File: src/rtl/i2c_reg_sequencer.sv
// Register-access sequencer: turns one read/write request into the START/WR/RESTART/RD/STOP
// command stream for a byte-level I2C master and returns a single response per request.
module i2c_reg_sequencer #(
  parameter int TIMEOUT = 4095
) (
  input  logic       clk,
  input  logic       reset,
  input  logic       req_valid,
  output logic       req_ready,
  input  logic       req_rw,
  input  logic [6:0] req_dev_addr,
  input  logic [7:0] req_reg_addr,
  input  logic [7:0] req_wdata,
  output logic       rsp_valid,
  output logic       rsp_err,
  output logic [7:0] rsp_rdata,
  output logic       busy,
  output logic [3:0] CMD,
  output logic [7:0] tx_data,
  input  logic       m_ready,
  input  logic       m_tx_done,
  input  logic       m_rx_done,
  input  logic [7:0] m_rx_data
);

  localparam int CW = $clog2(TIMEOUT + 1);
  localparam logic [CW-1:0] TOUT_LAST = CW'(TIMEOUT - 1);
  localparam logic [CW-1:0] TOUT_ONE  = CW'(1);

  localparam logic [3:0] CMD_IDLE    = 4'd0;
  localparam logic [3:0] CMD_START   = 4'd1;
  localparam logic [3:0] CMD_STOP    = 4'd2;
  localparam logic [3:0] CMD_RESTART = 4'd3;
  localparam logic [3:0] CMD_RD      = 4'd4;
  localparam logic [3:0] CMD_WR      = 4'd5;

  typedef enum logic [2:0] {
    S_IDLE        = 3'd0,
    S_ISSUE       = 3'd1,
    S_WAIT_ACCEPT = 3'd2,
    S_WAIT_DONE   = 3'd3,
    S_RESP        = 3'd4
  } state_t;

  state_t        state_r;
  logic          rw_r;
  logic [6:0]    dev_r;
  logic [7:0]    reg_r;
  logic [7:0]    wdata_r;
  logic [2:0]    step_r;
  logic [CW-1:0] tout_cnt_r;
  logic [7:0]    rdata_hold_r;
  logic          rx_done_prev_r;
  logic          tx_done_prev_r;
  logic [7:0]    tx_edge_cnt_r;

  logic [3:0]    step_cmd_s;
  logic [7:0]    step_data_s;
  logic          step_last_s;
  logic          rx_rise_s;
  logic [7:0]    rx_byte_s;

  // Decode the current step of the latched request into a master command and its data byte.
  always_comb begin
    step_cmd_s  = CMD_IDLE;
    step_data_s = 8'h00;
    step_last_s = 1'b0;
    if (rw_r) begin
      case (step_r)
        3'd0: step_cmd_s = CMD_START;
        3'd1: begin step_cmd_s = CMD_WR; step_data_s = {dev_r, 1'b0}; end
        3'd2: begin step_cmd_s = CMD_WR; step_data_s = reg_r; end
        3'd3: step_cmd_s = CMD_RESTART;
        3'd4: begin step_cmd_s = CMD_WR; step_data_s = {dev_r, 1'b1}; end
        3'd5: step_cmd_s = CMD_RD;
        3'd6: begin step_cmd_s = CMD_STOP; step_last_s = 1'b1; end
        default: begin step_cmd_s = CMD_STOP; step_last_s = 1'b1; end
      endcase
    end else begin
      case (step_r)
        3'd0: step_cmd_s = CMD_START;
        3'd1: begin step_cmd_s = CMD_WR; step_data_s = {dev_r, 1'b0}; end
        3'd2: begin step_cmd_s = CMD_WR; step_data_s = reg_r; end
        3'd3: begin step_cmd_s = CMD_WR; step_data_s = wdata_r; end
        3'd4: begin step_cmd_s = CMD_STOP; step_last_s = 1'b1; end
        default: begin step_cmd_s = CMD_STOP; step_last_s = 1'b1; end
      endcase
    end
  end

  // Read byte capture: a same-cycle rx_done edge wins over the held value.
  always_comb begin
    rx_rise_s = m_rx_done & ~rx_done_prev_r;
    if ((state_r == S_WAIT_DONE) && rx_rise_s) begin
      rx_byte_s = m_rx_data;
    end else begin
      rx_byte_s = rdata_hold_r;
    end
  end

  // Previous-value registers for master done levels; tx_done edges are counted for debug only.
  always_ff @(posedge clk) begin
    if (reset) begin
      rx_done_prev_r <= 1'b0;
      tx_done_prev_r <= 1'b0;
      tx_edge_cnt_r  <= 8'h00;
    end else begin
      rx_done_prev_r <= m_rx_done;
      tx_done_prev_r <= m_tx_done;
      if (m_tx_done && !tx_done_prev_r) begin
        tx_edge_cnt_r <= tx_edge_cnt_r + 8'h01;
      end
    end
  end

  // Sequencer FSM with registered handshake and command outputs.
  always_ff @(posedge clk) begin
    if (reset) begin
      state_r      <= S_IDLE;
      req_ready    <= 1'b1;
      busy         <= 1'b0;
      rsp_valid    <= 1'b0;
      rsp_err      <= 1'b0;
      rsp_rdata    <= 8'h00;
      CMD          <= CMD_IDLE;
      tx_data      <= 8'h00;
      step_r       <= 3'd0;
      tout_cnt_r   <= '0;
      rw_r         <= 1'b0;
      dev_r        <= 7'h00;
      reg_r        <= 8'h00;
      wdata_r      <= 8'h00;
      rdata_hold_r <= 8'h00;
    end else begin
      CMD       <= CMD_IDLE;
      tx_data   <= 8'h00;
      rsp_valid <= 1'b0;
      case (state_r)
        S_IDLE: begin
          tout_cnt_r <= '0;
          if (req_valid && req_ready) begin
            rw_r         <= req_rw;
            dev_r        <= req_dev_addr;
            reg_r        <= req_reg_addr;
            wdata_r      <= req_wdata;
            step_r       <= 3'd0;
            rdata_hold_r <= 8'h00;
            busy         <= 1'b1;
            req_ready    <= 1'b0;
            state_r      <= S_ISSUE;
          end
        end
        S_ISSUE: begin
          if (m_ready) begin
            CMD        <= step_cmd_s;
            tx_data    <= step_data_s;
            tout_cnt_r <= '0;
            state_r    <= S_WAIT_ACCEPT;
          end
        end
        S_WAIT_ACCEPT: begin
          if (!m_ready) begin
            tout_cnt_r <= '0;
            state_r    <= S_WAIT_DONE;
          end else if (tout_cnt_r == TOUT_LAST) begin
            // The master has already released the bus after a NACK; abort without STOP.
            rsp_valid  <= 1'b1;
            rsp_err    <= 1'b1;
            rsp_rdata  <= 8'h00;
            busy       <= 1'b0;
            tout_cnt_r <= '0;
            state_r    <= S_RESP;
          end else begin
            tout_cnt_r <= tout_cnt_r + TOUT_ONE;
          end
        end
        S_WAIT_DONE: begin
          if (rx_rise_s) begin
            rdata_hold_r <= m_rx_data;
          end
          if (m_ready) begin
            if (step_last_s) begin
              rsp_valid <= 1'b1;
              rsp_err   <= 1'b0;
              rsp_rdata <= rw_r ? rx_byte_s : 8'h00;
              busy      <= 1'b0;
              state_r   <= S_RESP;
            end else begin
              step_r  <= step_r + 3'd1;
              state_r <= S_ISSUE;
            end
          end
        end
        S_RESP: begin
          req_ready <= 1'b1;
          step_r    <= 3'd0;
          state_r   <= S_IDLE;
        end
        default: begin
          req_ready <= 1'b1;
          busy      <= 1'b0;
          step_r    <= 3'd0;
          state_r   <= S_IDLE;
        end
      endcase
    end
  end

endmodule

File: config.mk
export PLATFORM = sky130hd
export DESIGN_NAME = i2c_reg_sequencer
export DESIGN_NICKNAME = d
export VERILOG_FILES = /design/src/rtl/i2c_reg_sequencer.sv
export SDC_FILE = /design/constraint.sdc
export NUM_CORES = 1
export LEC_CHECK = 0
export ABC_AREA = 1
export BUFFER_PORTS_ARGS = -buffer_cell sky130_fd_sc_hd__buf_2
export CAP_MARGIN = 10
export CORE_ASPECT_RATIO = 1.5
export CORE_MARGIN = 2
export CORE_UTILIZATION = 45
export CTS_CLUSTER_DIAMETER = 50
export CTS_CLUSTER_SIZE = 16
export DETAILED_ROUTE_END_ITERATION = 6
export PLACE_DENSITY_LB_ADDON = 0.12
export REMOVE_ABC_BUFFERS = 1
export SYNTH_ARGS = -nofsm -noshare
export SYNTH_HDL_FRONTEND = slang
export SYNTH_SLANG_ARGS = --single-unit
File: constraint.sdc
create_clock -name clk -period 2.9 [get_ports clk]
set_clock_uncertainty 0.05 [all_clocks]
set_input_delay 0.435 -clock clk [delete_from_list [all_inputs] [get_ports clk]]
set_output_delay 0.435 -clock clk [all_outputs]
set_load 0.01 [all_outputs]
Word level (Yosys, flattened, before mapping). Index checks and enable logic that the tools add are counted.

Bits in registers: 75. Bits of input ports: 38. Output and inout bits: 24. Logic and storage cells: 117.

Add/subtract/negate cells: 2. Equal/unequal tests: 19. Multiplexer cells: 50. Bitwise logic cells: 7. Reductions and logical operators: 23.

Operator list (number): two-way mux 8 bit (9); one-hot mux 8 bit (3 select lines) (2); two-way mux 12 bit (3); one-hot mux 12 bit (3 select lines) (1); one-hot mux 8 bit (2 select lines) (2); two-way mux 3 bit (9); one-hot mux 3 bit (4 select lines) (2); inequality test 2 bit (second input constant) (8); two-way mux 1 bit (15); adder 12 x 1 -> 12 bit (second input constant) (1); equality test 12 bit (second input constant) (1); equality test 3 x 2 -> 1 bit (second input constant) (4); OR reduction 3 bit (4); equality test 3 bit (second input constant) (3); one-hot mux 3 bit (3 select lines) (1); AND reduction 4 bit (2); equality test 3 x 1 -> 1 bit (second input constant) (2); zero test 3 bit (2); NOT 1 bit (6); one-hot mux 1 bit (2 select lines) (3); one-hot mux 3 bit (2 select lines) (1); AND reduction 2 bit (3); AND reduction 6 bit (1); OR reduction 6 bit (1); other kinds (12) (15).

Depth between registers and ports, before layout.
Depth after elaboration: 8. Gate-level depth with buffers: 11. Gate-level depth less buffers: 11.

Worst setup path after synthesis. No wires, ideal clock.

Kind: flip-flop to flip-flop. From: register step_r[0]. To: register rsp_rdata[1]. Setup time: 0.113 ns. Data arrival time: 1.514 ns. Data required time: 2.737 ns. Path slack: 1.224 ns. Stages on the path, launching flop included: 12. Period minus slack after synthesis: 1.676 ns. Cells stage by stage: dfxtp_1 > inv_1 > ha_1 > inv_1 > nor2_4 > nor2_2 > nand3_1 > nand3_1 > buf_2 > nand4_1 > nand2_1 > nor2_1.

Cells in the longest elaborated chain, start to end: 6. Elaborated cells between the ends (all ways): 13. Classes of those cells: 6 x eq/ne; 3 x mux; 4 x reduce/logical.

RTL lines: start: declaration (RTL line 50) `logic [2:0] step_r;`; start signal: assignment (RTL line 189) `step_r <= step_r + 3'd1;`; equality test 3 x 2 -> 1 bit, or another cell as far along (RTL line 69, 80); OR reduction 6 bit (no source line) / OR reduction 4 bit (equally long branches); two-way mux 1 bit (on tied branches) (RTL line 69, 80); two-way mux 1 bit * (RTL line 68) `if (rw_r) begin`; inequality test 2 bit (no source line) *; AND reduction 5 bit (no source line) *; end signal: assignment (RTL line 185) `rsp_rdata <= rw_r ? rx_byte_s : 8'h00;`; end: declaration (RTL line 16) `output logic [7:0] rsp_rdata,`.

Every way passes the cells marked *; elsewhere a longest branch is shown, timed or not. A chain may end at the register's enable or synchronous reset.

Final worst setup path.
From: register step_r[0]. To: register rsp_rdata[2].

Same word-level chain as after synthesis.

==> results.md <==
- Total GRT Usage: 20.28%
- Core ar.: approximately 0.0077 mm^2
- RSZ-0062 raised after global routing: no
- R2r setup slk: roughly 0.67 ns
- CP Class: reg2reg
- Final hold vios: 0
- CP startpoint kind: flip-flop
- Crit path capture type: flip-flop
- PwrDens: between 800 and 900 mW/mm^2
- Final HPWL DP: roughly 5700 um
- Number of synthesized register bits: 74
- Min-delay worst type: in2reg
- Yosys cell types: 39
- # nets final: around 600
- GRT Residual Overflow: 0
- Worst slew margin: around three fifths
- Async set-reset flop share out of synthesis: 0%
- Post-synth top cells: nand2_1 (113), dfxtp_1 (74), nor2_1 (66)
- Cells after synthesis: between 500 and 600
- Share of the synthesized area in the top cell type: between 40 and 50%
- Maximum root-to-sink buffer count: 2
- IO Port Bufs: 59
- Via Count: between 3000 and 4000
- Initial antenna violation count: 0
- Cell depth of the worst hold path: 3
- FMAX: roughly 450 MHz
- Seq/Total Area, Yosys: between 40% and 50%
- Hold_sp: m_rx_done
- VDD IR-drop max: roughly 370 uV
- Total CTS buffers: 9
- Drt pass-1 iters: 4
- FF-to-FF path depth: 11
- DR WL/cell: around 12 um
- Antenna cell count: 0
- Top_reg_cell synth: dfxtp_1
- Worst-Skew Late Latency: about 0.33 ns
- Setup TNS: 0 ns
- Filler cells: approximately 760
- Tot Pwr: between 3 and 4 mW
- Worst slew pin tran: roughly 0.6 ns
- # setup viols final: 0
- Routed Wire Length: 8246 um
- Largest net degree at the start of global routing: 41
- Routability cong.: approximately 0.8
- Post-CTS Setup Bufs: 0
- # IOs: between 60 and 70
- H-tree levels: 3
- Routed Antenna Nets: 0
- First-pass GRT wire length: approximately 14000 um
- Die area: 0.008713 mm^2
- Vias per cell: between 4 and 5
- Area leader, netlist: dfxtp_1
- Die width: approximately 77 um
- Row count: 39
- Arrival time worst endpoint: ~2.5 ns
- Synth warnings: 0
- Non-filler cells, final: roughly 660
- Pleak: ~1.8 nW
- CTS tree: yes
- Die Span Y: between 100 and 150 um
- Clk sink count: 74
- Post-CTS sizing: 0
- FF-to-FF Start: step_r[0]
- Outcome: finished clean
- EDFF count, synth: 0
- Crit-path max FO: 13
- Drt first-iter violations: approximately 190
- Initial Utilization: 46.81%
- Largest cells by area after synthesis: dfxtp_1 (41%), nand2_1 (12%), nor2_1 (6.9%)
- Critical Path RT: between 3 and 4 ns
- Hold Crit Endpoint: rx_done_prev_r
- Most common cell in the netlist: nand2_1
- Share of layout cells above drive strength 1: 18.72%
- Vias in the first global route: 3278
- # hold bufs at CTS: 0
- Final period util: between 70% and 80%
- Area Growth Syn to Fin: 17.93%
- RR Endpoint: rsp_rdata[2]
- Dpl cells: between 600 and 700
- Average size of a mapped cell: a little over 7 um^2
- Mapped Area: around 0.0036 mm^2
- Max-cap violations: 0
- Clock transition at the registers of the reported paths: 0.05 ns
- DRC: 0
- Fin crit period: about 2.2 ns
- Final Max Tran Viols: 0
- CTS root buf: clkbuf_16
through the flow:
stage	cell area [um^2]	utilization, %	hold slack [ns]	worst slack (ns)
after floorplan	3497	-	0.3818	1.038
after global placement	3943	51.46	0.3942	0.7328
after detailed placement	3943	51.46	0.4020	0.6794
after CTS	4229	55.20	0.2585	0.6549
after global routing	4229	55.20	0.2764	0.3883
final	4229	55.20	0.2629	0.6661
cells by family after synthesis:
logic type	after synthesis	share of synthesized area (%)
AO/OA/AOI/OAI	96	15.18
XOR/XNOR	4	0.9771
adder cells (fa/ha/maj)	7	2.442
buffers and inverters	75	8.618
flip-flops	74	41.31
other	1	0.1046
AND/OR/NAND/NOR	244	31.37
layout make-up:
type                            instances  area (um^2)  area share, %
Clock inverter                          3        40.04         0.9467
Multi-Input combinational cell        352         1795          42.46
Clock buffer                           12        246.5          5.828
Tap cell                              102        127.6          3.018
Timing Repair Buffer                   62        317.8          7.515
Inverter                               58        220.2          5.207
Sequential cell                        74         1481          35.03
flip-flops by register name, summed over array words and instances (netlist names):
name,flops
reg_r,8
rsp_valid,1
rw_r,1
tout_cnt_r,12
dev_r,7
rx_done_prev_r,1
state_r,3
tx_data,8
busy,1
step_r,3
rsp_err,1
CMD,3
rsp_rdata,8
req_ready,1
rdata_hold_r,8
wdata_r,8
worst max path at each step:
stage          startpoint            to  slack [ns]  depth (start not counted)
2_1_floorplan   step_r[0]       rsp_err        1.04                         11
3_3_place_gp    step_r[0]       rsp_err        0.73                         11
3_5_place_dp    step_r[0]  rsp_rdata[2]        0.68                         11
4_1_cts         step_r[0]  rsp_rdata[2]        0.65                         11
5_1_grt         step_r[0]  rsp_rdata[3]        0.39                         11
6_report        step_r[0]  rsp_rdata[2]        0.67                         11
placed cells by master (no fill, tap or decap), types with 2 or more instances in the layout:
cell,count
nand3_1,23
inv_1,48
xor2_1,3
nand2_1,113
a21oi_1,43
nor2_1,66
ha_1,7
nor3_1,2
dfxtp_1,74
nor2_4,2
clkbuf_16,9
buf_2,59
nor2_8,3
buf_4,3
o221ai_1,6
o21ai_0,34
nand3b_1,9
clkinv_2,2
nor2_2,6
o21ai_1,3
nand4_1,14
nand2_2,2
inv_2,9
clkbuf_1,2
nand3_2,3
critical path, cell delays in order (launching register included):
cell	delay (ns)
dfxtp_1	0.38
inv_1	0.10
ha_1	0.22
inv_1	0.10
nor2_4	0.07
nor2_2	0.14
nand3_1	0.14
nand3_1	0.42
nand2_2	0.20
nor2_8	0.21
nor2_1	0.06
nor2_1	0.09
power by group:
part | total (mW) | internal, mW | switching, mW
registers | 1.30 | 1.20 | 0.0920
clock network | 1.08 | 0.682 | 0.396
logic | 1.02 | 0.325 | 0.691
metal layers:
layer	wire length, um	up-vias	GRT usage [%]	part of all wire (%)
met1	3584	1490	22.56	43
met3	248	17	4.785	3.0
met2	4258	50	36.20	52
li1	-	1734	-	-
met4	155	0	9.455	1.9
met5	0	-	0	0
(Power assumes the default switching activity.)
